[config.mk]
export PLATFORM = sky130hd
export DESIGN_NAME = hucard_bus_sequencer_flat
export DESIGN_NICKNAME = d
export VERILOG_FILES = /design/src/rtl/hureader_pkg.sv /design/src/rtl/hucard_bus_sequencer_if.sv /design/src/rtl/hucard_bus_sequencer_strobe_sequencer.sv /design/src/rtl/hucard_bus_sequencer.sv /design/src/flat_wrapper.sv
export SDC_FILE = /design/constraint.sdc
export NUM_CORES = 1
export LEC_CHECK = 0
export CORE_MARGIN = 1.5
export CORE_UTILIZATION = 30
export DETAILED_ROUTE_END_ITERATION = 10
export HOLD_SLACK_MARGIN = 0.05
export PLACE_DENSITY = 0.48
export SKIP_CTS_REPAIR_TIMING = 1
export SLEW_MARGIN = 5
export SYNTH_ARGS = -nofsm -noshare
export SYNTH_HDL_FRONTEND = slang
export SYNTH_HIERARCHICAL = 1
export SYNTH_SLANG_ARGS = --single-unit
[constraint.sdc]
create_clock -name clock -period 2.4 [get_ports clock]
set_input_delay 0.48 -clock clock [delete_from_list [all_inputs] [get_ports clock]]
set_output_delay 0.48 -clock clock [all_outputs]
set_load 0.005 [all_outputs]
[src/rtl/hureader_pkg.sv]
// Shared constants for the HuCard bus sequencer: register map, sequencer
// states, MISC bit positions and the default ID byte.
package hureader_pkg;

  localparam logic [2:0] REG_ADL      = 3'd0;
  localparam logic [2:0] REG_ADM      = 3'd1;
  localparam logic [2:0] REG_ADH      = 3'd2;
  localparam logic [2:0] REG_DATA     = 3'd3;
  localparam logic [2:0] REG_DATA_INC = 3'd4;
  localparam logic [2:0] REG_MISC     = 3'd5;
  localparam logic [2:0] REG_WAIT     = 3'd6;
  localparam logic [2:0] REG_ID       = 3'd7;

  typedef enum logic [1:0] {
    IDLE   = 2'd0,
    SETUP  = 2'd1,
    STROBE = 2'd2,
    HOLD   = 2'd3
  } seq_state_t;

  localparam int MISC_RST_N    = 0;
  localparam int MISC_SM       = 1;
  localparam int MISC_CSUM_CLR = 6;
  localparam int MISC_ERR_CLR  = 7;

  localparam logic [7:0] ID_DEFAULT = 8'hA5;

endpackage

[src/rtl/hucard_bus_sequencer_if.sv]
// Host-side register port of the HuCard bus sequencer; the host PIO decode
// drives the master side, the sequencer implements the slave side.
interface hucard_bus_sequencer_if;
  logic [2:0] host_addr;
  logic [7:0] host_wdata;
  logic       host_wr;
  logic       host_rd;
  logic [7:0] host_rdata;
  logic       host_busy;

  modport master (
    output host_addr, host_wdata, host_wr, host_rd,
    input  host_rdata, host_busy
  );

  modport slave (
    input  host_addr, host_wdata, host_wr, host_rd,
    output host_rdata, host_busy
  );
endinterface

[src/rtl/hucard_bus_sequencer_strobe_sequencer.sv]
// Card-cycle FSM: SETUP, then STROBE for wait_len+1 clocks, then HOLD.
// Produces the active-low strobes, the data output enable and the read latch.
module strobe_sequencer
  import hureader_pkg::*;
(
  input  logic       clock,
  input  logic       reset,
  input  logic       start,
  input  logic       is_write,
  input  logic [3:0] wait_len,
  output logic       done,
  output logic       busy,
  output logic       latch,
  output logic       rd_n,
  output logic       wr_n,
  output logic       oe
);

  seq_state_t state, state_next;
  logic [3:0] count, count_next;
  logic       write_q, write_next;

  always_ff @(posedge clock or posedge reset) begin
    if (reset) begin
      state   <= IDLE;
      count   <= 4'd0;
      write_q <= 1'b0;
    end else begin
      state   <= state_next;
      count   <= count_next;
      write_q <= write_next;
    end
  end

  always_comb begin
    state_next = state;
    count_next = count;
    write_next = write_q;
    done       = 1'b0;
    busy       = 1'b1;
    latch      = 1'b0;
    rd_n       = 1'b1;
    wr_n       = 1'b1;
    oe         = write_q;
    case (state)
      IDLE: begin
        busy = 1'b0;
        oe   = 1'b0;
        if (start) begin
          state_next = SETUP;
          count_next = wait_len;
          write_next = is_write;
        end
      end
      SETUP: state_next = STROBE;
      STROBE: begin
        rd_n = write_q;
        wr_n = ~write_q;
        // Count reaching zero marks the last strobe clock; reads capture there.
        if (count == 4'd0) begin
          state_next = HOLD;
          latch      = ~write_q;
        end else begin
          count_next = count - 4'd1;
        end
      end
      HOLD: begin
        done       = 1'b1;
        state_next = IDLE;
      end
      default: state_next = IDLE;
    endcase
  end

endmodule

[src/rtl/hucard_bus_sequencer.sv]
// HuCard bus sequencer top: host register file, address/buffer, status
// synchronisers. Optional checksum of read bytes under HUCARD_CHECKSUM_EN.
module hucard_bus_sequencer
  import hureader_pkg::*;
#(
  parameter int         ADDR_W       = 21,
  parameter logic [3:0] WAIT_DEFAULT = 4'd3,
  parameter logic [7:0] ID_VALUE     = ID_DEFAULT
) (
  input  logic                  clock,
  input  logic                  reset,
  hucard_bus_sequencer_if.slave host,
  output logic [ADDR_W-1:0]     card_addr,
  output logic [7:0]            card_dout,
  output logic                  card_dout_oe,
  input  logic [7:0]            card_din,
  output logic                  card_rd_n,
  output logic                  card_wr_n,
  output logic                  card_rst_n,
  output logic                  card_sm,
  input  logic                  card_detect_n,
  input  logic                  card_irq_n
);

  logic [ADDR_W-1:0] addr, addr_next;
  logic [7:0]        buffer;
  logic [3:0]        wait_reg;
  logic              err;
  logic              inc_pending;
  logic              detect_n_p0, detect_n_p1, irq_n_p0, irq_n_p1;
  logic              seq_done, seq_busy, seq_latch;
  logic              wr_cmd, rd_cmd, launch_req, start, collide, start_write;
  logic [7:0]        rd_mux;
  logic [7:0]        csum;

  // A simultaneous write and read is treated as the write alone.
  assign wr_cmd      = host.host_wr;
  assign rd_cmd      = host.host_rd & ~host.host_wr;
  assign start_write = wr_cmd && (host.host_addr == REG_DATA || host.host_addr == REG_DATA_INC);
  assign launch_req  = start_write
                     || (wr_cmd && host.host_addr == REG_ADL)
                     || (rd_cmd && host.host_addr == REG_DATA_INC);
  assign start       = launch_req & ~seq_busy;
  assign collide     = launch_req & seq_busy;

  assign host.host_busy = seq_busy;

  strobe_sequencer u_seq (
    .clock    (clock),
    .reset    (reset),
    .start    (start),
    .is_write (start_write),
    .wait_len (wait_reg),
    .done     (seq_done),
    .busy     (seq_busy),
    .latch    (seq_latch),
    .rd_n     (card_rd_n),
    .wr_n     (card_wr_n),
    .oe       (card_dout_oe)
  );

  // Post-write increment lands in HOLD; host byte writes then overlay it.
  always_comb begin
    addr_next = addr;
    if (seq_done && inc_pending) addr_next = addr + ADDR_W'(1);
    if (wr_cmd) begin
      case (host.host_addr)
        REG_ADL: if (!seq_busy) addr_next[7:0] = host.host_wdata;
        REG_ADM: addr_next[15:8] = host.host_wdata;
        REG_ADH: addr_next[ADDR_W-1:16] = host.host_wdata[ADDR_W-17:0];
        default: ;
      endcase
    end
    if (start && rd_cmd) addr_next = addr + ADDR_W'(1);
  end

  always_comb begin
    rd_mux = 8'h00;
    case (host.host_addr)
      REG_ADL:      rd_mux = addr[7:0];
      REG_ADM:      rd_mux = addr[15:8];
      REG_ADH:      rd_mux = 8'(addr[ADDR_W-1:16]);
      REG_DATA:     rd_mux = buffer;
      REG_DATA_INC: rd_mux = buffer;
      REG_MISC:     rd_mux = {err, seq_busy, 2'b00, detect_n_p1, irq_n_p1, card_sm, card_rst_n};
`ifdef HUCARD_CHECKSUM_EN
      REG_WAIT:     rd_mux = csum;
`else
      REG_WAIT:     rd_mux = {4'b0000, wait_reg};
`endif
      REG_ID:       rd_mux = ID_VALUE;
      default:      rd_mux = 8'h00;
    endcase
  end

  always_ff @(posedge clock or posedge reset) begin
    if (reset) begin
      addr            <= '0;
      card_addr       <= '0;
      card_dout       <= 8'h00;
      buffer          <= 8'h00;
      wait_reg        <= WAIT_DEFAULT;
      err             <= 1'b0;
      inc_pending     <= 1'b0;
      card_rst_n      <= 1'b0;
      card_sm         <= 1'b0;
      host.host_rdata <= 8'h00;
      detect_n_p0     <= 1'b1;
      detect_n_p1     <= 1'b1;
      irq_n_p0        <= 1'b1;
      irq_n_p1        <= 1'b1;
    end else begin
      addr        <= addr_next;
      detect_n_p0 <= card_detect_n;
      detect_n_p1 <= detect_n_p0;
      irq_n_p0    <= card_irq_n;
      irq_n_p1    <= irq_n_p0;
      // The card-side address is frozen at launch so mid-cycle ADM/ADH
      // writes only reach the next cycle.
      if (start) begin
        card_addr   <= addr_next;
        inc_pending <= start_write && (host.host_addr == REG_DATA_INC);
        if (start_write) card_dout <= host.host_wdata;
      end else if (seq_done) begin
        inc_pending <= 1'b0;
      end
      if (seq_latch) buffer <= card_din;
      if (collide) err <= 1'b1;
      else if (wr_cmd && host.host_addr == REG_MISC && host.host_wdata[MISC_ERR_CLR]) err <= 1'b0;
      if (wr_cmd && host.host_addr == REG_MISC) begin
        card_rst_n <= host.host_wdata[MISC_RST_N];
        card_sm    <= host.host_wdata[MISC_SM];
      end
      if (wr_cmd && host.host_addr == REG_WAIT) wait_reg <= host.host_wdata[3:0];
      if (rd_cmd) host.host_rdata <= rd_mux;
    end
  end

`ifdef HUCARD_CHECKSUM_EN
  always_ff @(posedge clock or posedge reset) begin
    if (reset) begin
      csum <= 8'h00;
    end else if (wr_cmd && host.host_addr == REG_MISC && host.host_wdata[MISC_CSUM_CLR]) begin
      csum <= 8'h00;
    end else if (seq_latch) begin
      csum <= csum + card_din;
    end
  end
`else
  assign csum = 8'h00;
`endif

endmodule
[src/flat_wrapper.sv]
// flat-port wrapper written by rule: the top's interface ports become plain ports
module hucard_bus_sequencer_flat import hureader_pkg::*;
#(
  parameter int         ADDR_W       = 21,
  parameter logic [3:0] WAIT_DEFAULT = 4'd3,
  parameter logic [7:0] ID_VALUE     = ID_DEFAULT
)
  (clock, reset, card_addr, card_dout, card_dout_oe, card_din, card_rd_n, card_wr_n, card_rst_n, card_sm, card_detect_n, card_irq_n, host_host_addr, host_host_wdata, host_host_wr, host_host_rd, host_host_rdata, host_host_busy);
  hucard_bus_sequencer_if host_i ();
  input  logic clock;
  input  logic reset;
  output logic [ADDR_W-1:0] card_addr;
  output logic [7:0] card_dout;
  output logic card_dout_oe;
  input  logic [7:0] card_din;
  output logic card_rd_n;
  output logic card_wr_n;
  output logic card_rst_n;
  output logic card_sm;
  input  logic card_detect_n;
  input  logic card_irq_n;
  input wire logic [$bits(host_i.host_addr)-1:0] host_host_addr;
  input wire logic [$bits(host_i.host_wdata)-1:0] host_host_wdata;
  input wire logic [$bits(host_i.host_wr)-1:0] host_host_wr;
  input wire logic [$bits(host_i.host_rd)-1:0] host_host_rd;
  output wire logic [$bits(host_i.host_rdata)-1:0] host_host_rdata;
  output wire logic [$bits(host_i.host_busy)-1:0] host_host_busy;
  assign host_i.host_addr = host_host_addr;
  assign host_i.host_wdata = host_host_wdata;
  assign host_i.host_wr = host_host_wr;
  assign host_i.host_rd = host_host_rd;
  assign host_host_rdata = host_i.host_rdata;
  assign host_host_busy = host_i.host_busy;
  hucard_bus_sequencer #(.ADDR_W(ADDR_W), .WAIT_DEFAULT(WAIT_DEFAULT), .ID_VALUE(ID_VALUE)) u_core (.clock(clock), .reset(reset), .host(host_i), .card_addr(card_addr), .card_dout(card_dout), .card_dout_oe(card_dout_oe), .card_din(card_din), .card_rd_n(card_rd_n), .card_wr_n(card_wr_n), .card_rst_n(card_rst_n), .card_sm(card_sm), .card_detect_n(card_detect_n), .card_irq_n(card_irq_n));
endmodule
-- Yosys cells after proc, flatten, opt, wreduce, memory -nomap -nowiden
Cells that the tools add are included.
- add/sub/neg operators: 2
- multipliers: 0
- divide/modulo/power cells: 0
- $lt $le $gt $ge: 0
- eq/ne operators: 13
- shift operators: 0
- muxes and demuxes: 25
- bitwise operators: 5
- reductions and logical operators: 23
- operators with widths (operator ; number):
    2-to-1 mux 21 bit ; 3
    one-hot mux 8 bit (7 select lines) ; 1
    2-to-1 mux 8 bit ; 3
    adder 21 x 1 -> 21 bit, second input constant ; 1
    equality test 3 bit, second input constant ; 4
    2-to-1 mux 1 bit ; 11
    logical AND 1 bit ; 9
    2-to-1 mux 4 bit ; 2
    one-hot mux 2 bit (4 select lines) ; 1
    one-hot mux 4 bit (2 select lines) ; 1
    equality test 3 x 2 -> 1 bit, second input constant ; 2
    AND reduction 2 bit ; 3
    nonzero test 2 bit ; 3
    2-to-1 mux 5 bit ; 1
    equality test 2 bit, second input constant ; 2
    logical NOT 4 bit ; 1
    2-to-1 mux 2 bit ; 2
    != test 2 bit, second input constant ; 2
    subtractor 4 x 1 -> 4 bit, second input constant ; 1
    bitwise AND 1 bit ; 3
    equality test 3 x 1 -> 1 bit, second input constant ; 1
    logical NOT 3 bit ; 1
    logical OR 1 bit ; 3
    AND reduction 3 bit ; 1
    5 further kinds ; 6
- bits in registers: 85
- bits in latches: 0
- memory bits (writable): 0
- bits in read-only memories: 0
- bits of input ports: 25
- output and inout port bits: 43
- word-level logic and storage cells: 85
- memories kept: 0

-- Longest topological paths before layout
- word-level depth: 8
- gate-level depth with buffers: 10
- mapped depth without buffers: 8

-- Hierarchy
The synthesis kept the hierarchy.
- by module, submodules not included (module ; instances ; cells each ; area each (um^2)):
    hucard_bus_sequencer ; 1 ; 379 ; 4027.6
    strobe_sequencer ; 1 ; 53 ; 498.0

-- Worst setup path after synthesis
No wires, ideal clock.
- path type: register to register
- from: reg u_core.u_seq.state[0]
- to: reg u_core.card_addr[8]
- setup time: 125 ps
- data arrival time: 2233 ps
- setup slack: 43 ps
- stages on the path, launching flop included: 11
- cell sequence: dfrtp_1 -> inv_1 -> ha_1 -> inv_1 -> or4b_1 -> buf_2 -> or2_4 -> buf_6 -> a21oi_1 -> o22ai_2 -> mux2_2
- cells in the longest elaborated chain, start to end: 7
- elaborated cells on any way between the ends: 10
- ends and longest elaborated chain (what ; RTL line ; RTL):
    from (decl) ; hucard_bus_sequencer_strobe_sequencer.sv:19 ; seq_state_t state, state_next;
    from (signal assigned) ; hucard_bus_sequencer_strobe_sequencer.sv:29 ; state <= state_next;
    equality test 2 bit ; hucard_bus_sequencer_strobe_sequencer.sv:45 ; case (state)
    2-to-1 mux 1 bit ; hucard_bus_sequencer_strobe_sequencer.sv:45 ;
    logical AND 1 bit ; hucard_bus_sequencer.sv:65 ; if (seq_done && inc_pending) addr_next = addr + ADDR_W'(1);
    2-to-1 mux 21 bit ; hucard_bus_sequencer.sv:65 ;
    2-to-1 mux 8 bit ; hucard_bus_sequencer.sv:67 ; case (host.host_addr)
    2-to-1 mux 21 bit ; hucard_bus_sequencer.sv:66 ; if (wr_cmd) begin
    2-to-1 mux 21 bit * ; hucard_bus_sequencer.sv:74 ; if (start && rd_cmd) addr_next = addr + ADDR_W'(1);
    net u_core.addr_next[8] ; hucard_bus_sequencer.sv:25 ; logic [ADDR_W-1:0] addr, addr_next;
    to (signal assigned) ; hucard_bus_sequencer.sv:121 ; card_addr <= addr_next;
    to (decl) ; hucard_bus_sequencer.sv:13 ; output logic [ADDR_W-1:0] card_addr,
Mark *: on every way through the listed nets, which the timed path passes. The rest lies on a longest branch.
A chain may end at the register's enable or synchronous reset.

-- Worst setup path in the final report
- from: in host_host_addr[2]
- to: reg u_core.card_addr[0]
- cells in the longest elaborated chain, start to end: 8
- elaborated cells on any way between the ends: 14
- ends and longest elaborated chain (what ; RTL line ; RTL):
    from (decl) ; flat_wrapper.sv:22 ; input wire logic [$bits(host_i.host_addr)-1:0] host_host_addr;
    equality test 3 x 2 -> 1 bit / equality test 3 bit (equally long branches) ; hucard_bus_sequencer.sv:39, hucard_bus_sequencer.sv:42 ;
    logical OR 1 bit ; hucard_bus_sequencer.sv:39 ; assign start_write = wr_cmd && (host.host_addr == REG_DATA || host.host_addr == REG_DATA_INC);
    logical AND 1 bit ; hucard_bus_sequencer.sv:39 ;
    logical OR 1 bit ; hucard_bus_sequencer.sv:41 ; || (wr_cmd && host.host_addr == REG_ADL)
    logical OR 1 bit ; hucard_bus_sequencer.sv:42 ; || (rd_cmd && host.host_addr == REG_DATA_INC);
    bitwise AND 1 bit ; hucard_bus_sequencer.sv:43 ; assign start = launch_req & ~seq_busy;
    logical AND 1 bit ; hucard_bus_sequencer.sv:74 ;
    2-to-1 mux 21 bit * ; hucard_bus_sequencer.sv:74 ;
    net u_core.addr_next[0] ; hucard_bus_sequencer.sv:25 ;
Marked as above.

==> impl_summary.txt <==
----------------------------------------------------
[Global routing]
  Pin count of the biggest net entering global routing ... a little under 50
  Overflow after GRT ... 0
  Number of global-route vias before repair ... 3,816
  Global-route usage over all layers ... 0.1762
  Global-route wire length before repair ... 21.25 mm
  Antenna violations before repair ... 0

[Synthesis]
  Adder and majority gate portion of the synthesized area ... 0.01659
  Mean cell area of the mapped netlist ... 10.48 sq um
  Fraction of synthesized area in multiplexers ... 0.1413
  Number of standard cells after synthesis ... around 430
  Complex-gate fraction of the synthesized area ... 0.1529
  Post-synthesis register bit count ... 85
  Sequential-to-total area share from yosys stat ... 0.4717
  Combinational family with the most area after synthesis ... simple AND/OR/NAND/NOR gates
  Number of distinct standard cells referenced by the synthesized netlist ... 68
  Async S/R FF share, synth ... 1.000
  Number of synthesis warnings ... 6
  Number of synthesized flops with an enable pin ... 0
  Synthesized-area fraction occupied by xor and xnor cells ... 0.003871
  Most used flip-flop cell after synthesis ... dfrtp_1
  Simple-gate share of the synthesized area ... 0.1728
  Mapped Nets ... approximately 460
  Cell area after synthesis ... 4526 sq um

[CTS]
  Clock tree from TritonCTS ... yes
  Clock-pin slew of the registers on the worst-case setup and hold paths ... 60 ps
  Buffer cell driving the clock tree root ... clkbuf_16
  Clock sink count ... between 80 and 90
  H-tree lvl count ... 3
  Clock latency on the worst-skew pair ... about 350 ps
  Bufs on Longest Clock Path ... 2
  Number of buffers created by CTS ... 9

[STA]
  Final-report max-slew violation count ... 0
  Final number of hold-violating endpoints ... 0
  Fin crit share ... 0.9671
  Post-Route Hold Slack ... ~350 ps
  Post-layout min period ... between 2000 and 2500 ps
  Maximum frequency from static timing analysis ... about 430 MHz
  Worst Tran Pin Value ... between 500 and 600 ps
  Setup skew after layout ... 10.10 ps
  Worst relative slew slack ... 0.6587
  Unrepaired setup endpoints after global routing ... yes
  Fin worst setup slack ... about 79 ps
  Final setup violation count ... 0

[Setup path]
  Critical Path Sink Type ... flop
  Worst r2r dst ... u_core/card_addr[15]
  Data required, critical path ... 2630 ps
  Worst reg2reg path depth ... 8
  Worst Path Max Fanout ... 7
  Kind of start point of the critical path ... input port
  Startpoint of the most critical register-to-register path ... u_core/u_seq/state[0]
  Data arrival time of the worst path ... about 2600 ps
  WS Path Type ... input port to flop
  Setup slack, reg-to-reg ... between 100 and 150 ps

[Detailed routing]
  Number of optimization iterations in the first detailed-route pass ... 8
  Count of unresolved DRC violations after routing ... 7
  Total vias in the final route ... between 3k and 4k
  Final routed wire length divided by cell count ... around 18 um
  Total Wirelength ... about 13 mm
  Number of routed nets with antenna violations ... 0
  Iter 0 DRT Violations ... roughly 260
  Via density ... ~5.2

[Layout]
  Post-route non-filler standard cell count ... approximately 730
  Commonest non-fill, non-tap cells in the layout ... 79 x dfrtp_1, 67 x clkdlybuf4s50_1, 54 x buf_4
  Area overhead of the layout relative to synthesis ... 34.84%
  Fraction of final layout cells sized beyond drive strength 1 ... 0.2739
  Util after Layout ... 0.4167
  Post-route design area ... approximately 6000 sq um
  Registers with the most flip-flops ... u_core/addr x21, u_core/card_addr x21
  Post-layout net count ... roughly 570
  Leading cell type in the layout, fill and taps excluded ... dfrtp_1
  N_diodes ... 0

[Power]
  Leakage ... 2.571 nW
  Maximum vdd ir drop ... about 460 uV
  Cell Pwr Density ... 950.2 nW/um^2

[Outcome]
  Failing checks ... DRC
  Status ... finished, violations left

[Worst hold path]
  Hold Startpoint ... u_core/irq_n_p0
  End point of the worst hold path ... u_core/irq_n_p1
  Worst hold path type ... flop to flop
  Cells on Worst Hold Path ... 0

[Floorplanning]
  Die area ... approximately 16,000 sq um
  Starting Density ... 0.3090
  Overall die height ... 125.8 um
  Top-level port count ... 68
  Cell row count ... 44
  X dimension of the die ... 125.8 um
  Core Box Area ... ~15,000 sq um

[Place]
  Post-place instance area ... slightly below 6000 sq um
  Pre-CTS setup slack ... -288.5 ps
  Gp weighted congestion ... between 0.8 and 0.9
  Dpl cells ... roughly 710
  Number of buffer cells added on primary ports ... 67
  Detail Placement HPWL ... approximately 10 mm

[Run]
  Max-cap violations ... 0

----------------------------------------------------
## area by class of cell
cell class | instances | area (sq um)
fill | 1416 | 8542
sequential | 85 | 2135
inverter | 19 | 75.07
multi-input combinational | 302 | 2248
tap | 184 | 230.2
timing repair buffer | 123 | 1116
clock buffer | 15 | 297.8
## worst max path at each step
stage / slack (ps) / start / end / depth (start not counted)
6_report: 80 / host_host_addr[2] / u_core/card_addr[0] / 7
5_1_grt: -3 / host_host_addr[0] / u_core/card_dout[4] / 8
4_1_cts: 20 / u_core/u_seq/state[0] / u_core/card_addr[14] / 8
3_5_place_dp: -290 / host_host_addr[2] / u_core/card_addr[14] / 6
3_3_place_gp: -250 / host_host_addr[2] / u_core/card_addr[0] / 6
2_1_floorplan: 40 / u_core/u_seq/state[0] / u_core/card_addr[8] / 10
## cells in the mapped netlist (4+ instances only)
cell type / number / area share
dfrtp_1: 79 / 0.44
mux2_2: 41 / 0.10
nor2_1: 29 / 0.024
nand2_1: 27 / 0.022
o21ai_0: 25 / 0.028
inv_1: 18 / 0.015
clkbuf_1: 14 / 0.012
nor3_1: 14 / 0.015
a21oi_1: 13 / 0.014
mux2i_1: 11 / 0.024
nand4_1: 11 / 0.015
nand2b_1: 10 / 0.014
nand3_1: 9 / 0.010
a311oi_1: 7 / 0.014
buf_2: 7 / 0.0077
or3_1: 7 / 0.0097
dfstp_2: 6 / 0.035
ha_1: 6 / 0.017
nor2b_1: 6 / 0.0083
o31ai_1: 6 / 0.010
a211oi_1: 5 / 0.0083
and3_1: 5 / 0.0069
o21a_1: 5 / 0.0083
a22oi_1: 4 / 0.0066
buf_1: 4 / 0.0033
o22ai_1: 4 / 0.0055
## logic make-up (layout without fill, tap and decap cells)
kind of cell    count (synthesis)  after routing
mux                            55             55
buf+inv                        45            157
fa+ha+maj                       6              6
flops                          85             85
xor+xnor                        2              2
compound gates                 96             96
simple gates                  143            143
## where the power goes
group	internal [mW]	total, mW	switching, mW
Combinational	1.24	2.15	0.905
Clock	0.838	1.39	0.548
Sequential	1.89	2.27	0.377
Total	3.97	5.80	1.83
## critical path: stages
cell and delay (ps):
clkdlybuf4s50_1 500, buf_4 200, or3_1 470, or2_4 320, o22ai_1 170, a22oi_1 130, mux2_2 280
## per-layer routing
| metal | track usage | up-vias | part of all wire |
|---|---|---|---|
| met1 | 0.2409 | 1852 | 0.46 |
| li1 | - | 1813 | - |
| met2 | 0.2750 | 102 | 0.46 |
| met4 | 0.06288 | 0 | 0.018 |
| met5 | 0 | - | 0 |
| met3 | 0.03993 | 15 | 0.053 |
## through the flow
step                TNS, ps  power, mW
floorplan                 0      3.374
global placement      -7102      4.404
CTS                       0      5.855
global route         -2.824      6.191
detailed placement    -8062      4.433
finish                    0      5.798
(Power assumes the default switching activity.)
